$ cat src/rtl/jam_pkg.sv
// Shared types and elaboration helpers for the job-assignment search engine.
package jam_pkg;

  typedef enum logic [2:0] {
    IDLE,
    LOAD,
    EVAL,
    STEP,
    DONE
  } state_t;

  // Ceiling log2, used to size index and sum widths
  function automatic int unsigned clog2(input int unsigned v);
    int unsigned r;
    r = 0;
    while ((64'd1 << r) < 64'(v)) r++;
    return r;
  endfunction

  // N! for sanity-checking the match counter width
  function automatic longint unsigned factorial(input int unsigned n);
    longint unsigned f;
    f = 64'd1;
    for (int unsigned i = 2; i <= n; i++) f = f * 64'(i);
    return f;
  endfunction

endpackage

$ cat src/rtl/jam_perm_step.sv
// Holds the current permutation and advances it to the next one in lexicographic order.
module jam_perm_step
  import jam_pkg::*;
#(
  parameter  int unsigned N  = 8,
  localparam int unsigned IW = clog2(N)
) (
  input  logic                 CLK,
  input  logic                 RST_N,
  input  logic                 go,
  input  logic                 clr,
  output logic [N-1:0][IW-1:0] perm,
  output logic                 last_c,
  output logic                 done
);

  logic [N-1:0][IW-1:0] swp_c;
  logic [N-1:0][IW-1:0] nxt_c;
  logic [IW-1:0]        piv_c;
  logic [IW-1:0]        k_c;
  logic [IW-1:0]        src_c;
  logic                 found_c;

  // Next permutation: rightmost ascent pivot, swap with rightmost larger element, reverse suffix
  always_comb begin
    piv_c   = '0;
    k_c     = '0;
    src_c   = '0;
    found_c = 1'b0;
    for (int i = 0; i < N - 1; i++) begin
      if (perm[i] < perm[i+1]) begin
        piv_c   = IW'(i);
        found_c = 1'b1;
      end
    end
    for (int m = 0; m < N; m++) begin
      if (IW'(m) > piv_c && perm[m] > perm[piv_c]) k_c = IW'(m);
    end
    swp_c        = perm;
    swp_c[piv_c] = perm[k_c];
    swp_c[k_c]   = perm[piv_c];
    nxt_c        = swp_c;
    for (int m = 0; m < N; m++) begin
      if (IW'(m) > piv_c) begin
        src_c    = IW'(N - 1 - m) + piv_c + IW'(1);
        nxt_c[m] = swp_c[src_c];
      end
    end
    last_c = !found_c;
  end

  // Permutation register: identity on reset/clear, advance on go with a one-cycle done
  always_ff @(posedge CLK or negedge RST_N) begin
    if (!RST_N) begin
      for (int i = 0; i < N; i++) perm[i] <= IW'(i);
      done <= 1'b0;
    end else if (clr) begin
      for (int i = 0; i < N; i++) perm[i] <= IW'(i);
      done <= 1'b0;
    end else if (go) begin
      perm <= nxt_c;
      done <= 1'b1;
    end else begin
      done <= 1'b0;
    end
  end

endmodule

$ cat src/rtl/jam_search.sv
// Exhaustive job-assignment search: loads an N x N cost matrix, scores every permutation,
// and reports the best cost, how many assignments reach it, and the first one found.
module jam_search
  import jam_pkg::*;
#(
  parameter  int unsigned N   = 8,
  parameter  int unsigned CW  = 7,
  parameter  int unsigned MCW = 16,
  localparam int unsigned IW  = clog2(N),
  localparam int unsigned SW  = CW + clog2(N)
) (
  input  logic            CLK,
  input  logic            RST_N,
  input  logic            START,
  input  logic            FIND_MAX,
  output logic [IW-1:0]   W,
  output logic [IW-1:0]   J,
  input  logic [CW-1:0]   Cost,
  output logic            Busy,
  output logic            Valid,
  output logic [SW-1:0]   MinCost,
  output logic [MCW-1:0]  MatchCount,
  output logic [N*IW-1:0] BestJob
);

  state_t               state_q;
  state_t               state_d;
  logic                 go_c;
  logic                 clr_c;
  logic                 last_c;
  logic                 step_done;
  logic [N-1:0][IW-1:0] perm;
  logic [CW-1:0]        mat_q [N][N];
  logic                 find_max_q;
  logic                 first_q;
  logic [SW-1:0]        sum_c;
  logic                 better_c;
  logic                 equal_c;

  jam_perm_step #(.N(N)) u_step (
    .CLK    (CLK),
    .RST_N  (RST_N),
    .go     (go_c),
    .clr    (clr_c),
    .perm   (perm),
    .last_c (last_c),
    .done   (step_done)
  );

  // State register
  always_ff @(posedge CLK or negedge RST_N) begin
    if (!RST_N) state_q <= IDLE;
    else        state_q <= state_d;
  end

  // Next state and permutation-step control
  always_comb begin
    state_d = state_q;
    go_c    = 1'b0;
    clr_c   = 1'b0;
    case (state_q)
      IDLE:    if (START) state_d = LOAD;
      LOAD:    if (W == IW'(N - 1) && J == IW'(N - 1)) state_d = EVAL;
      EVAL: begin
        if (last_c) begin
          state_d = DONE;
          clr_c   = 1'b1;
        end else begin
          state_d = STEP;
          go_c    = 1'b1;
        end
      end
      STEP:    if (step_done) state_d = EVAL;
      DONE:    if (START) state_d = LOAD;
      default: state_d = IDLE;
    endcase
  end

  // Cost of the current assignment
  always_comb begin
    sum_c = '0;
    for (int w = 0; w < N; w++) sum_c = sum_c + SW'(mat_q[w][perm[w]]);
  end

  assign better_c = first_q || (find_max_q ? (sum_c > MinCost) : (sum_c < MinCost));
  assign equal_c  = (sum_c == MinCost);

  // Matrix load, result tracking and handshake outputs
  always_ff @(posedge CLK or negedge RST_N) begin
    if (!RST_N) begin
      W          <= '0;
      J          <= '0;
      Busy       <= 1'b0;
      Valid      <= 1'b0;
      MinCost    <= '0;
      MatchCount <= '0;
      BestJob    <= '0;
      find_max_q <= 1'b0;
      first_q    <= 1'b0;
      for (int a = 0; a < N; a++)
        for (int b = 0; b < N; b++) mat_q[a][b] <= '0;
    end else begin
      case (state_q)
        IDLE, DONE: begin
          if (START) begin
            find_max_q <= FIND_MAX;
            first_q    <= 1'b1;
            Busy       <= 1'b1;
            Valid      <= 1'b0;
            W          <= '0;
            J          <= '0;
          end
        end
        LOAD: begin
          mat_q[W][J] <= Cost;
          if (J == IW'(N - 1)) begin
            J <= '0;
            W <= (W == IW'(N - 1)) ? '0 : W + IW'(1);
          end else begin
            J <= J + IW'(1);
          end
        end
        EVAL: begin
          if (better_c) begin
            MinCost    <= sum_c;
            MatchCount <= MCW'(1);
            BestJob    <= perm;
          end else if (equal_c && MatchCount != '1) begin
            MatchCount <= MatchCount + MCW'(1);
          end
          first_q <= 1'b0;
          if (last_c) begin
            Busy  <= 1'b0;
            Valid <= 1'b1;
          end
        end
        default: ;
      endcase
    end
  end

  // MatchCount must be able to hold N!
  always_ff @(posedge CLK) begin
    assert (MCW >= 63 || (64'd1 << MCW) > factorial(N))
      else $error("MatchCount width too small for N!");
  end

endmodule
$ cat config.mk
export PLATFORM = sky130hd
export DESIGN_NAME = jam_search
export DESIGN_NICKNAME = d
export VERILOG_FILES = /design/src/rtl/jam_pkg.sv /design/src/rtl/jam_perm_step.sv /design/src/rtl/jam_search.sv
export SDC_FILE = /design/constraint.sdc
export NUM_CORES = 1
export LEC_CHECK = 0
export CORE_ASPECT_RATIO = 0.75
export CORE_MARGIN = 10
export CORE_UTILIZATION = 65
export DETAILED_ROUTE_END_ITERATION = 12
export GPL_TIMING_DRIVEN = 0
export MAX_ROUTING_LAYER = met4
export PLACE_DENSITY = 0.83
export SLEW_MARGIN = 5
export SYNTH_ARGS = -nofsm -noshare
export SYNTH_HDL_FRONTEND = slang
export SYNTH_HIERARCHICAL = 1
export SYNTH_SLANG_ARGS = --single-unit
$ cat constraint.sdc
create_clock -name CLK -period 22.5 [get_ports CLK]
set_input_delay 3.375 -clock CLK [delete_from_list [all_inputs] [get_ports CLK]]
set_output_delay 3.375 -clock CLK [all_outputs]
set_load 0.01 [all_outputs]
; ---- After elaboration in Yosys (flattened, before gate mapping)
; Index checks and enable logic that the tools add are counted.
[totals]
register_bits = 536
inputBits = 11
[op_classes]
n_addsub = 24
n_lt_le_gt_ge = 48
n_eq_ne = 13
mux = 112
n_bitwise = 10
n_reduce_logical = 28
[ops]
columns = operator, n
row1 = $bwmux W448, 1
row2 = $bmux W7 S3, 8
row3 = $demux W56 S3, 1
row4 = $mux W7, 17
row5 = $mux W3, 35
row6 = $bmux W3 S3, 10
row7 = $mux W56, 1
row8 = $bwmux W24, 2
row9 = $mux W24, 2
row10 = $add A10 B7 Y10, 4
row11 = $ge A4 B4 Y1 const B, 10
row12 = $lt A3 B4 Y1 const B, 10
row13 = $not A3 Y4, 10
row14 = $mux W16, 2
row15 = $add A3 B1 Y3 const B, 9
row16 = $demux W7 S3, 1
row17 = $gt A3 B3 Y1, 7
row18 = $lt A3 B3 Y1, 7
row19 = $mux W1, 20
row20 = $demux W3 S3, 2
row21 = $add A16 B1 Y16 const B, 1
row22 = $ne A16 B16 Y1 const B, 1
row23 = $logic_and A1 B1 Y1, 13
row24 = $add A3 B3 Y3 const A, 4
row25 = 28 further kinds, 57

; ---- Depth between registers and ports, before layout
[logic_depth]
depth_word = 28
depth_mapped = 30

; ---- By module
; The synthesis kept the hierarchy.
[modules_own_cells]
columns = module, n_inst, cells_per_inst, area_per_inst_um2
row1 = jam_search, 1, 1668, 24574.8
row2 = jam_perm_step, 1, 664, 4888.4

; ---- Worst setup path before layout
; OpenSTA, ideal clock, no wires.
[synth_path]
kind = reg2reg
startpoint = register u_step/perm[3] (netlist name)
endpoint = register MinCost[8]
setup_time_ps = 125
t_arrival_ps = 7615
path_slack_ps = 14760
path_stages_with_launch = 27
n_path_buf = 3
synth_period_minus_slack_ps = 7740
cell_sequence = dfstp_2 clkbuf_1 buf_1 mux4_2 mux2i_1 fa_1 inv_1 fa_1 fa_1 inv_1 fa_1 inv_1 ha_1 inv_1 fa_1 nor2b_1 o21ai_0 a21boi_0 or4b_2 nand3_1 ha_1 and4_1 a2111o_1 mux2_4 nor2_1 buf_2 mux2_2
[synth_via]
elab_chain_len = 15
word_cells_on_any_way = 16
cone_classes = 7 x add/sub / 2 x order compare / 4 x mux / 1 x bitwise / 2 x reduce/logical
[synth_lines]
columns = element, line
row1 = from (decl), jam_perm_step.sv:12  ; output logic [N-1:0][IW-1:0] perm,
row2 = from (signal assigned), jam_perm_step.sv:61  ; perm <= nxt_c;
row3 = $not A3 Y4 (not written as such) (*), jam_search.sv:82  ; for (int w = 0; w < N; w++) sum_c = sum_c + SW'(mat_q[w][perm[w]]);
row4 = $bmux W7 S3 (*), jam_search.sv:82
row5 = $mux W7 (not written as such) (*) (2 in series), jam_search.sv:82
row6 = $add A7 B7 Y8 (*), jam_search.sv:82
row7 = $add A8 B7 Y9 (*), jam_search.sv:82
row8 = $add A9 B7 Y10 (*), jam_search.sv:82
row9 = $add A10 B7 Y10 (*) (4 in series), jam_search.sv:82
row10 = named net sum_c[8], jam_search.sv:36  ; logic [SW-1:0] sum_c;
row11 = $lt A10 B10 Y1 / $gt A10 B10 Y1 (equally long branches), jam_search.sv:85  ; assign better_c = first_q || (find_max_q ? (sum_c > MinCost) : (sum_c < MinCost));
row12 = $mux W1, jam_search.sv:85
row13 = $logic_or A1 B1 Y1, jam_search.sv:85
row14 = $reduce_and A2 Y1 (no source line), n/a
row15 = to (signal assigned), jam_search.sv:125  ; MinCost <= sum_c;
row16 = to (decl), jam_search.sv:21  ; output logic [SW-1:0] MinCost,
; Mark *: on every way through the listed nets, which the timed path passes. The rest lies on a longest branch. The select of a mux whose other input is x is not followed.
; A chain may end at the register's enable or synchronous reset.

; ---- Worst setup path in the final report
[layout_path]
startpoint = register u_step/perm[10] (netlist name)
endpoint = register u_step/perm[13] (netlist name)
[layout_via]
elab_chain_len = 27
word_cells_on_any_way = 68
cone_classes = 2 x add/sub / 20 x order compare / 36 x mux / 10 x reduce/logical
[layout_lines]
columns = element, line
row1 = $lt A3 B3 Y1, jam_perm_step.sv:31  ; if (perm[i] < perm[i+1]) begin
row2 = $mux W2 (2 in series), jam_perm_step.sv:31
row3 = $mux W3 (3 in series), jam_perm_step.sv:31
row4 = $bmux W3 S3, n/a
row5 = $mux W3 (not written as such), "jam_perm_step.sv:37, jam_perm_step.sv:41"
row6 = $gt A3 B3 Y1, jam_perm_step.sv:37  ; if (IW'(m) > piv_c && perm[m] > perm[piv_c]) k_c = IW'(m);
row7 = $logic_and A1 B1 Y1, jam_perm_step.sv:37
row8 = $mux W1, jam_perm_step.sv:37
row9 = [... 8 more ...], n/a
row10 = $mux W3 (not written as such), jam_perm_step.sv:41  ; swp_c[k_c] = perm[piv_c];
row11 = $demux W3 S3, n/a
row12 = $bwmux W24, jam_perm_step.sv:41
row13 = $bmux W3 S3, jam_perm_step.sv:46  ; nxt_c[m] = swp_c[src_c];
row14 = $mux W3 (not written as such), jam_perm_step.sv:46
row15 = $mux W3, jam_perm_step.sv:44  ; if (IW'(m) > piv_c) begin
row16 = $mux W24, jam_perm_step.sv:60  ; end else if (go) begin
row17 = $mux W24, jam_perm_step.sv:57  ; end else if (clr) begin
; Parallel ways exist; a longest one is shown, timed or not. The select of a mux whose other input is x is not followed.

==> summary.md <==
| Metric | Value |
|---|---|
| First-pass GRT wire length | 138900 um |
| Ports | 69 |
| Worst path required time | 22.91 ns |
| Slowest cell on the critical path | clkinv_1 |
| Share of layout cells above drive strength 1 | 30.92% |
| Die area | 0.05433 mm2 |
| Worst Path Arrival | 10.47 ns |
| Reg-to-Reg Start | u_step/perm[10] |
| Setup violators final | 0 |
| Setup crit start | u_step/perm[10] |
| Routability cong. | 1.026 |
| Crit share post-route | 44.71% |
| Largest stage delay on the critical path | 0.88 ns |
| CP dominant cell by count | nand2_1 |
| Worst Hold Path EP | mat_q[378] |
| Vias per std cell | 6.951 |
| Post-Syn Area per Cell | 12.63 um2 |
| Die H | 204.4 um |
| Root buffer selected by CTS | clkbuf_16 |
| CP Max Fanout | 15 |
| Unrepaired setup endpoints after global routing | false |
| Most used flip-flop cell after synthesis | dfrtp_1 |
| Placed Area | 0.03096 mm2 |
| Count of cell types in the netlist | 110 |
| Max-slew headroom | -1.106% |
| Detailed router's first-iteration violation count | 2627 |
| Sequential Area | 0.01343 mm2 |
| HPWL after detailed placement | 66960 um |
| Initial Util | 65.82% |
| Clk Latency, worst-skew pair | 0.64 ns |
| Syn Nets | 2445 |
| Crit. End Element | flip-flop |
| Core area | 0.04477 mm2 |
| Final nets | 2564 |
| Max Cap Viol | 1 |
| Async SR Flop Fraction | 100.0% |
| Grt total ovfl | 0 |
| Multi-input gate area | 0.01507 mm2 |
| Status | finished with violations |
| Hold Crit Start | mat_q[378] |
| Hold buffers post-CTS | 0 |
| Routed Wire Length | 92580 um |
| Initial antenna violation count | 3 |
| Setup slack, reg-to-reg | 12.44 ns |
| Cts bufs inserted | 51 |
| CP startpoint kind | flip-flop |
| IO Port Bufs | 61 |
| Post-Syn Instances | 2332 |
| Seq/Total Area, Yosys | 45.57% |
| DR pass1 iterations | 8 |
| R2R cell count | 28 |
| Number of synthesized flops with an enable pin | 0 |
| Largest net degree at the start of global routing | 118 |
| Die width | 265.8 um |
| Synth Register Bits | 536 |
| Fillers | 2834 |
| Clk pin slew, worst setup/hold paths | 0.06 ns |
| Mapped Area | 0.02946 mm2 |
| WL/cell | 30.07 um |
| Post-route worst hold slack | 0.4981 ns |
| Hold Vio Cnt, Final | 0 |
| Cells on Worst Hold Path | 1 |
| Via count | 21403 |
| Final Cell Area | 0.03263 mm2 |
| Crit Path Category | flip-flop to flip-flop |
| Final antenna-violating net count | 0 |
| CTS resizes | 0 |
| Worst clock skew | 0.06562 ns |
| R2r endpoint | u_step/perm[13] |
| Overall Global Routing Usage | 35.13% |
| Achievable Freq | 99.40 MHz |
| Number of global-route vias before repair | 21606 |
| DRC | 0 |
| Row Count | 67 |
| Setup Buffers After CTS | 0 |
| Final min period | 10.06 ns |
| CTS tree | built |
| Final slew viol count | 9 |
| Worst Max-Slew Pin Slew | 1.511 ns |
| Hold Crit Class | flip-flop to flip-flop |
| Clock tree buffer depth | 3 |
| P&R area growth vs syn | 10.76% |
| YS warnings | 6 |
| Depth of the CTS H-tree | 2 |
| Failing checks | capacitance limit, slew limit |
| Num Clock Sinks | 536 |
## synth_stat cells (all sizes together) (7+ instances only)
cell type | n | area (um2)
dfrtp | 524 | 13110
mux2 | 508 | 5724
nand2 | 149 | 561.8
mux4 | 117 | 2635
inv | 109 | 409.1
nor2 | 109 | 411.7
clkbuf | 101 | 390.4
a21oi | 78 | 394.1
mux2i | 65 | 663.1
o21ai | 62 | 329.1
ha | 61 | 763.2
nand3 | 43 | 225.2
fa | 41 | 820.8
buf | 36 | 167.7
a211oi | 21 | 207.7
nor3 | 21 | 126.4
o211ai | 20 | 168.9
and3 | 16 | 100.1
a21o | 14 | 106.4
a31oi | 14 | 87.58
o22ai | 14 | 87.58
nor2b | 13 | 83.83
dfstp | 12 | 315.3
nand2b | 9 | 56.30
nand4 | 9 | 56.30
nor4 | 9 | 83.83
o21a | 9 | 70.07
and2 | 8 | 52.55
xnor2 | 8 | 70.07
a211o | 7 | 61.31
o221ai | 7 | 61.31
or2 | 7 | 46.30
## cell type report
type,instances,area share (%)
Multi-Input combinational cell,1549,46.18
Sequential cell,536,41.15
Clock buffer,76,4.444
Timing Repair Buffer,66,2.308
Tap cell,586,2.247
Buffer,137,1.710
Inverter,110,1.265
Clock inverter,16,0.6748
Antenna cell,3,0.02300
## kinds of logic (layout without fill, tap and decap cells)
logic type / count (synthesis) / count (layout) / synth area share, %
AO/OA/AOI/OAI: 324 / 324 / 7.903
XOR/XNOR: 9 / 9 / 0.2676
adder cells (fa/ha/maj): 102 / 102 / 5.376
buffers and inverters: 247 / 405 / 3.295
flip-flops: 536 / 536 / 45.58
multiplexers: 690 / 690 / 30.62
other: 0 / 3 / 0
AND/OR/NAND/NOR: 424 / 424 / 6.960
## critical path: cells and delay by family, from the launching register on
kind	cells	cell delay, ns
AOI/OAI and AO/OA	12	4.03
adders and majority gates	2	1.00
DFF	1	0.67
and+or+nand+nor	7	1.22
buffers and inverters	5	2.43
muxes	2	0.48
## flip-flops by register name, indices dropped and copies added (netlist names)
register / cells
u_step/perm: 24
Busy: 1
MinCost: 10
Valid: 1
u_step/done: 1
W: 3
find_max_q: 1
MatchCount: 16
first_q: 1
mat_q: 448
J: 3
BestJob: 24
state_q: 3
## cells in the final DEF (no fill, tap or decap), types with 13 or more instances in the layout
cell	count
nor3_1	18
inv_1	109
mux2i_1	64
clkbuf_1	116
o211ai_1	18
clkbuf_16	51
and3_1	16
ha_1	61
a21o_1	13
nand3_1	41
nand2_1	148
o22ai_1	14
a21oi_1	77
mux4_2	117
a211oi_1	14
a31oi_1	14
nor2_1	108
dfrtp_1	524
o21ai_0	50
fa_1	41
mux2_2	501
clkdlybuf4s50_1	60
buf_1	26
## worst max path at each step
stage          slack, ns              end  cells past startpoint
2_1_floorplan      14.76       MinCost[8]                     26
3_3_place_gp       -4.40       mat_q[326]                      1
3_5_place_dp       13.11       MinCost[8]                     27
4_1_cts            13.09   u_step/perm[0]                     27
5_1_grt            12.47       BestJob[5]                     27
6_report           12.44  u_step/perm[13]                     28
## per-layer routing
| metal | GRT usage (%) | vias to the layer above | part of all wire, % |
|---|---|---|---|
| met5 | - | - | 0 |
| met4 | 10.63 | 0 | 3.1 |
| met3 | 11.16 | 213 | 12 |
| met2 | 49.11 | 1181 | 43 |
| met1 | 48.54 | 11130 | 42 |
| li1 | - | 8879 | - |
## through the flow
stage / TNS [ns] / worst slack [ns] / std cells / utilization, %
2_1_floorplan: 0 / 14.76 / 2332 / -
3_5_place_dp: 0 / 13.11 / 2984 / 69.15
5_1_grt: 0 / 12.47 / 3079 / 72.90
4_1_cts: 0 / 13.09 / 3076 / 72.88
3_3_place_gp: -2255.62 / -4.403 / 2979 / 68.82
6_report: 0 / 12.44 / 3079 / 72.90
Power is not shown: default switching activity piles up to over one toggle a cycle in this logic, so the estimate is an artifact.
